**src/rtl/fir_pkg.sv**
```systemverilog
// Shared defaults and FSM encoding for the time-multiplexed FIR MAC sequencer.
package fir_pkg;

  localparam int NTAPS_DEFAULT   = 8;
  localparam int DW_DEFAULT      = 16;
  localparam int ACCW_DEFAULT    = 39;
  localparam int MAC_LAT_DEFAULT = 2;
  localparam int TAP_AW          = $clog2(NTAPS_DEFAULT);

  localparam logic [1:0] IDLE = 2'd0;
  localparam logic [1:0] RUN  = 2'd1;
  localparam logic [1:0] OUT  = 2'd2;

endpackage

```
**src/rtl/fir_delay_line.sv**
```systemverilog
// Circular sample history: one write port and one combinational read port
// returning x[n-k], where x[n] is the most recently written sample.
module fir_delay_line
  import fir_pkg::*;
#(
  parameter int NTAPS = NTAPS_DEFAULT,
  parameter int DW    = DW_DEFAULT
) (
  input  logic                     clk,
  input  logic                     rst,
  input  logic                     wr_en,
  input  logic [DW-1:0]            wr_data,
  input  logic [$clog2(NTAPS)-1:0] rd_k,
  output logic [DW-1:0]            rd_data
);

  localparam int AW = $clog2(NTAPS);

  logic [DW-1:0] mem [NTAPS];
  logic [AW-1:0] wptr;

  // wptr points at the next free slot, so the newest sample sits at wptr-1;
  // the AW-bit subtraction gives the modulo-NTAPS wrap for free.
  assign rd_data = mem[wptr - AW'(1) - rd_k];

  // NOTE: state updates use non-blocking (<=) so every register samples
  // pre-edge values, independent of statement order.
  // NOTE: the history is reset explicitly because startup outputs must see
  // zero history; a plain RAM would otherwise come up with garbage.
  always_ff @(posedge clk) begin
    if (rst) begin
      wptr <= '0;
      for (int i = 0; i < NTAPS; i++) mem[i] <= '0;
    end else if (wr_en) begin
      mem[wptr] <= wr_data;
      wptr      <= wptr + AW'(1);
    end
  end

endmodule

```
**src/rtl/fir_mac_sequencer.sv**
```systemverilog
// FIR controller driving one external multiply-accumulate slice, one tap at a
// time. Optional build macro: FIR_SKIP_ZERO_EN (zero-coefficient taps take 1 cycle).
module fir_mac_sequencer
  import fir_pkg::*;
#(
  parameter int NTAPS   = NTAPS_DEFAULT,
  parameter int DW      = DW_DEFAULT,
  parameter int ACCW    = ACCW_DEFAULT,
  parameter int MAC_LAT = MAC_LAT_DEFAULT
) (
  input  logic                     clk,
  input  logic                     rst,
  input  logic [DW-1:0]            sample_in,
  input  logic                     sample_valid,
  output logic                     sample_ready,
  input  logic                     coef_wr_en,
  input  logic [$clog2(NTAPS)-1:0] coef_wr_addr,
  input  logic [DW-1:0]            coef_wr_data,
  output logic [DW-1:0]            mac_x,
  output logic [DW-1:0]            mac_b,
  output logic [ACCW-1:0]          mac_sum_in,
  input  logic [ACCW-1:0]          mac_sum_out,
  output logic [ACCW-1:0]          y_out,
  output logic                     y_valid,
  input  logic                     y_ready
);

  localparam int AW = $clog2(NTAPS);
  localparam int CW = (MAC_LAT > 0) ? $clog2(MAC_LAT + 1) : 1;

  logic [1:0]      state;
  logic [AW-1:0]   k;
  logic [CW-1:0]   cnt;
  logic [ACCW-1:0] acc;
  logic [DW-1:0]   coef [NTAPS];
  logic [DW-1:0]   tap_x;
  logic            accept;
  logic            last_tap;
  logic            skip_tap;

  // Gated by rst so the reset cycles themselves never advertise readiness.
  assign sample_ready = (state == IDLE) && !rst;
  assign accept       = sample_valid && sample_ready;
  assign last_tap     = (k == AW'(NTAPS - 1));

`ifdef FIR_SKIP_ZERO_EN
  assign skip_tap = (state == RUN) && (coef[k] == '0);
`else
  assign skip_tap = 1'b0;
`endif

  fir_delay_line #(
    .NTAPS (NTAPS),
    .DW    (DW)
  ) u_delay (
    .clk     (clk),
    .rst     (rst),
    .wr_en   (accept),
    .wr_data (sample_in),
    .rd_k    (k),
    .rd_data (tap_x)
  );

  // NOTE: every output gets a default before the if, so no path leaves a
  // signal unassigned and no latch is inferred.
  always_comb begin
    mac_x      = '0;
    mac_b      = '0;
    mac_sum_in = '0;
    if (state == RUN && !skip_tap) begin
      mac_x      = tap_x;
      mac_b      = coef[k];
      mac_sum_in = acc;
    end
  end

  always_ff @(posedge clk) begin
    if (rst) begin
      state   <= IDLE;
      k       <= '0;
      cnt     <= '0;
      acc     <= '0;
      y_out   <= '0;
      y_valid <= 1'b0;
      for (int i = 0; i < NTAPS; i++) coef[i] <= '0;
    end else begin
      case (state)
        IDLE: begin
          // The address width spans exactly NTAPS entries, so every write
          // lands on a real tap; coefficients only change between samples.
          if (coef_wr_en) coef[coef_wr_addr] <= coef_wr_data;
          if (accept) begin
            k     <= '0;
            cnt   <= '0;
            acc   <= '0;
            state <= RUN;
          end
        end

        RUN: begin
          if (skip_tap) begin
            k <= k + AW'(1);
            if (last_tap) begin
              y_out   <= acc;
              y_valid <= 1'b1;
              state   <= OUT;
            end
          end else if (cnt == CW'(MAC_LAT)) begin
            // Slice output is settled after MAC_LAT edges of stable inputs.
            acc <= mac_sum_out;
            cnt <= '0;
            k   <= k + AW'(1);
            if (last_tap) begin
              y_out   <= mac_sum_out;
              y_valid <= 1'b1;
              state   <= OUT;
            end
          end else begin
            cnt <= cnt + CW'(1);
          end
        end

        OUT: begin
          if (y_ready) begin
            y_valid <= 1'b0;
            state   <= IDLE;
          end
        end

        default: state <= IDLE;
      endcase
    end
  end

endmodule

```
**config.mk**
```make
export PLATFORM = sky130hd
export DESIGN_NAME = fir_mac_sequencer
export DESIGN_NICKNAME = d
export VERILOG_FILES = /design/src/rtl/fir_pkg.sv /design/src/rtl/fir_delay_line.sv /design/src/rtl/fir_mac_sequencer.sv
export SDC_FILE = /design/constraint.sdc
export NUM_CORES = 1
export LEC_CHECK = 0
export ABC_CLOCK_PERIOD_IN_PS = 3000
export CAP_MARGIN = 20
export CORE_ASPECT_RATIO = 2
export CORE_MARGIN = 2
export CORE_UTILIZATION = 56
export DETAILED_ROUTE_END_ITERATION = 8
export PLACE_DENSITY = 0.85
export SLEW_MARGIN = 20
export SYNTH_ARGS = -nofsm -noshare
export SYNTH_HDL_FRONTEND = slang
export SYNTH_SLANG_ARGS = --single-unit
```
**constraint.sdc**
```tcl
create_clock -name clk -period 3 [get_ports clk]
set_clock_uncertainty 0.05 [all_clocks]
set_input_delay 0.6 -clock clk [delete_from_list [all_inputs] [get_ports clk]]
set_output_delay 0.6 -clock clk [all_outputs]
set_load 0.02 [all_outputs]
```
Word level (Yosys, flattened, before mapping) --
Memories as Yosys holds them, arrays and structs flattened. A register that Yosys moved wholly into a read port is not among the register bits. Cells that the tools add are included.
Word-level totals: word-level logic and storage cells 73, input port bits 79, memories 2, ROM bits 0, RAM bits 256, register bits after elaboration 89, output and inout bits 112, latch bits 0
Memory list:
- coef | words 8, width 16, read ports 1, clocked after Yosys merged registers in 1, wr ports 8, line fir_mac_sequencer.sv:35 | logic [DW-1:0] coef [NTAPS];
- u_delay.mem | words 8, width 16, read ports 1, clocked after Yosys merged registers in 0, wr ports 8, line fir_delay_line.sv:19 | logic [DW-1:0] mem [NTAPS];
Cells by class: order comparisons 0, eq/ne operators 8, muxes and demuxes 38, reductions and logical operators 13, $add $sub $neg 5, bitwise logic cells 0, shift operators 0, $mul 0, div/mod/pow operators 0
Operator list (count):
- 39-bit 2-to-1 mux | 3
- 39-bit case mux with 2 select lines | 1
- 16-bit 2-to-1 mux | 4
- 16-bit OR reduction | 2
- 3-bit 2-to-1 mux | 6
- 1-bit 2-to-1 mux | 14
- 2-bit 2-to-1 mux | 6
- 4-bit AND reduction | 2
- 3-bit by 1-bit adder with 3-bit output (second input constant) | 2
- 2-bit inequality test (second input constant) | 3
- 2-bit case mux with 3 select lines | 1
- 3-bit case mux with 2 select lines | 1
- 3-bit AND reduction | 2
- 2-bit == test (second input constant) | 2
- 2-bit case mux with 2 select lines | 1
- 2-bit nonzero test | 2
- 3-bit == test (second input constant) | 1
- 3-bit by 1-bit subtractor with 3-bit output (second input constant) | 1
- 3-bit subtractor | 1
- 2-bit by 1-bit adder with 2-bit output (second input constant) | 1
- 2-bit by 1-bit == test with 1-bit output (second input constant) | 1
- 1-bit logical AND | 2
- 2-bit logical NOT | 1
- 2-bit by 1-bit inequality test with 1-bit output (second input constant) | 1
- 3 further kinds | 3

Depth between registers and ports, before layout --
depth after elaboration 8, depth in mapped cells 8, depth with buffers taken out 7

Modules after synthesis --
A second synthesis with hierarchy kept.
Unflattened totals: cells, all modules 1203, area, all modules 15667.5 um2
By module, submodules not included:
- fir_mac_sequencer | times used 1, sequential area each 5625.4 um2, cells an instance 814, area an instance 9590.4 um2
- fir_delay_line | times used 1, sequential area each 3903.7 um2, cells an instance 389, area an instance 6077.1 um2

Worst setup path after synthesis --
OpenSTA, ideal clock, no wires.
path type register -> output, start register k[0], end output mac_x[1], arrival time 2.082 ns, setup slack 0.268 ns, stages on the path, launching flop included 8, path buffers 1, required time 2.350 ns, path through dfxtp_1 -> inv_1 -> ha_1 -> fa_1 -> clkbuf_1 -> mux4_2 -> mux2i_1 -> nor2_1
On the way: word-level cells in the longest chain between the ends 3
Ends and longest elaborated chain:
- from (decl) | line fir_mac_sequencer.sv:32 | logic [AW-1:0] k;
- from (signal assigned) | line fir_mac_sequencer.sv:102 | k <= k + AW'(1);
- from (signal assigned) | line fir_mac_sequencer.sv:112 | k <= k + AW'(1);
- 3-bit subtractor | line fir_delay_line.sv:24 | assign rd_data = mem[wptr - AW'(1) - rd_k];
- memory read 8 x 16 bit
- 16-bit 2-to-1 mux | line fir_mac_sequencer.sv:70 | if (state == RUN && !skip_tap) begin
- to (decl) | line fir_mac_sequencer.sv:19 | output logic [DW-1:0] mac_x,
Every way passes these cells.

Worst setup path after layout --
Same ends and word-level chain as after synthesis.

==> out/results.txt <==
fin nets: 1,421
Crit. Startpoint: k[0]$_SDFFE_PP0P_
drc violations: 0
H-Tree Depth: 1
setup tns final: -4.68 ns
Hold-fix buffers, CTS: 0
Synth Register Bits: 348
clk sink count: 348
Worst-path clk slew: 0.07 ns
measured slew at the worst slew-check pin: 0.667 ns
Slew HR: 55.5%
Slowest-stage cell, CP: fa_2
number of max-cap violations: 0
syn_nets: 1,219
worst path cell trace: inv_2 -> ha_4 -> fa_2 -> buf_4 -> buf_12 -> mux4_2 -> mux2i_2 -> nor2_1 -> buf_2
Crit path max-delay family: adder cells
FFs w/ async S/R, synth: 0%
routed vias: 9,703
Slew Viols, Final: 0
Synth Cell Area: 15,200 um2
FF-to-FF Start: state[1]$_SDFFE_PP0P_
crit share post-route: 112%
CTS root buffer: clkbuf_16
mean area per synthesized cell: 13.4 um2
failing checks: negative setup slack
CP endpoint kind: output port
CTS Buffer Depth: 3
vias in the first global route: 10,241
final setup vio count: 16
status: finished, violations left
DRT Pass-1 Iters: 5
CTS Buf Count: 30
share of cells above drive strength 1: 17.3%
leading area contributor after synthesis: edfxtp_1
Synth cell types: 40
DP HPWL: 24.4 mm
Hold Startpoint: rst
area grow syn2layout: 23.6%
per-cell routed wire length: 21.9 um
r2r setup slk: 0.83 ns
Total GRT Usage: 26.6%
final wirelength: 37.5 mm
Critical R2R Capture: u_delay.mem[7][15]$_SDFFCE_PN0P_
commonest non-fill, non-tap cells in the layout: 296 x and2_1, 256 x edfxtp_1, 157 x clkdlybuf4s50_1
Static Leak: 6.95 nW
die area: 28,600 um2
Clk Latency, worst-skew pair: 0.56 ns
CTS tree: done
Hold Path Class: input port to flop
f_max: 297 MHz
Die Height: 237 um
first-pass GRT wire length: 56.7 mm
largest net degree at the start of global routing: 67
row count: 85
Final WS setup: -0.364 ns
CP Buf/Inv Count: 4
crit-path max cell delay: 0.57 ns
Final Hold Fails: 0
sequential fraction of the synthesis area: 62.6%
VDD IR max: 0.000490 V
initial DRC count: 652
RSZ-0062 raised after global routing: yes
critical path required time: 2.35 ns
vias per cell: 5.67
core area: 26,800 um2
synth top area cells: edfxtp_1 51%, and2_1 12%, dfxtp_1 12%
WHS Endpoint: cnt[1]$_SDFFE_PP0P_
minimum clock period: 3.36 ns
path depth of the worst reg2reg path: 5
Routed Antenna Nets: 0
initial antenna violation count: 2
pwr dens: 557 nW/um2
Synth Instances: 1,135
Final Wtd Congestion: 0.814
Die X: 121 um
dpl ws: -0.163 ns
Crit Path Category: flop to output port
Initial Util: 56.8%
crit path DAT: 2.71 ns
Max Fanout on Critical Path: 8
GRT overflow: 0
hold path cells: 2
ys flop type: edfxtp_1
EDFF count, synth: 256
Worst Setup Start Kind: flop
commonest non-fill, non-tap cell in the layout: and2_1
I/O Buffers: 190
Levels on crit path: 9
Synth top area share: 50.5%
io pins: 191
yosys warns: 0
## synth_stat cells (2+ instances only)
| master | number |
|---|---|
| nor2_2 | 8 |
| buf_1 | 2 |
| o21ai_0 | 2 |
| a21oi_1 | 46 |
| mux2i_1 | 32 |
| nor2_1 | 82 |
| ha_1 | 4 |
| nor3_2 | 2 |
| nand3b_1 | 3 |
| dfxtp_1 | 92 |
| nand2_1 | 88 |
| or2_2 | 16 |
| inv_1 | 2 |
| nor3b_1 | 2 |
| edfxtp_1 | 256 |
| a22oi_1 | 41 |
| buf_6 | 3 |
| nand2b_1 | 7 |
| nor3_4 | 3 |
| clkbuf_1 | 37 |
| buf_2 | 30 |
| and2_1 | 296 |
| mux4_2 | 64 |
## flip-flops by register name, indices dropped and copies added (netlist names), named ones only
| name | flops |
|---|---|
| acc | 39 |
| state | 2 |
| coef | 128 |
| y_out | 39 |
| u_delay.mem | 128 |
| u_delay.wptr | 3 |
| y_valid | 1 |
| cnt | 2 |
| k | 3 |
## kinds of logic after synthesis
kind of cell / share of synthesized area (%)
AND/OR/NAND/NOR: 19.0
flip-flops: 62.6
AO/OA/AOI/OAI: 3.70
adder cells (fa/ha/maj): 0.461
XOR/XNOR: 0.345
buffers and inverters: 2.27
multiplexers: 11.6
## where the power goes
group | leakage [nW] | switching, mW | total (mW) | internal (mW)
Clock | 0.537 | 1.76 | 4.32 | 2.55
Combinational | 3.02 | 0.434 | 0.799 | 0.365
Sequential | 3.40 | 0.0513 | 5.36 | 5.30
## through the flow
step           cell area [um2]  cells  utilization (%)  power [mW]  hold slack, ns
2_1_floorplan            15200   1135                -        5.85           0.418
3_3_place_gp             17600   1642             65.7        6.20           0.391
3_5_place_dp             17600   1642             65.7        6.23           0.397
4_1_cts                  18800   1708             70.2        10.5           0.209
5_1_grt                  18800   1711             70.2        10.7           0.238
6_report                 18800   1711             70.2        10.5           0.238
## worst max path at each step
| stage | end |
|---|---|
| after floorplan | mac_x[1] |
| after global placement | mac_x[13] |
| after detailed placement | mac_x[1] |
| after CTS | mac_x[12] |
| after global routing | mac_x[1] |
| final | mac_x[1] |
## routing by layer
| layer | GRT usage [%] | wire length, um | vias to the layer above |
|---|---|---|---|
| li1 | - | - | 4420 |
| met1 | 27.6 | 12500 | 4836 |
| met2 | 51.8 | 21700 | 342 |
| met3 | 3.08 | 1580 | 105 |
| met4 | 12.1 | 1660 | 0 |
| met5 | 0 | 0 | - |
## layout make-up
| type | count | area (um2) |
|---|---|---|
| diodes | 2 | 5.00 |
| flip-flops and latches | 348 | 9530 |
| fillers | 1889 | 7990 |
| clock inverters | 21 | 304 |
| inverters | 2 | 7.51 |
| multi-input cells | 712 | 5370 |
| well taps | 348 | 435 |
| repair buffers | 243 | 2340 |
| clock buffers | 35 | 811 |
## repair_timing
item | 4_1_cts | 5_1_grt
pin swaps | 3 | 1
buffers inserted | 7 | 2
endpoints found under the setup margin | 32 | 22
cloned | 3 | 0
hold endpoints to repair | 0 | 0
resized for setup | 100 | 7
(Power assumes the default switching activity.)
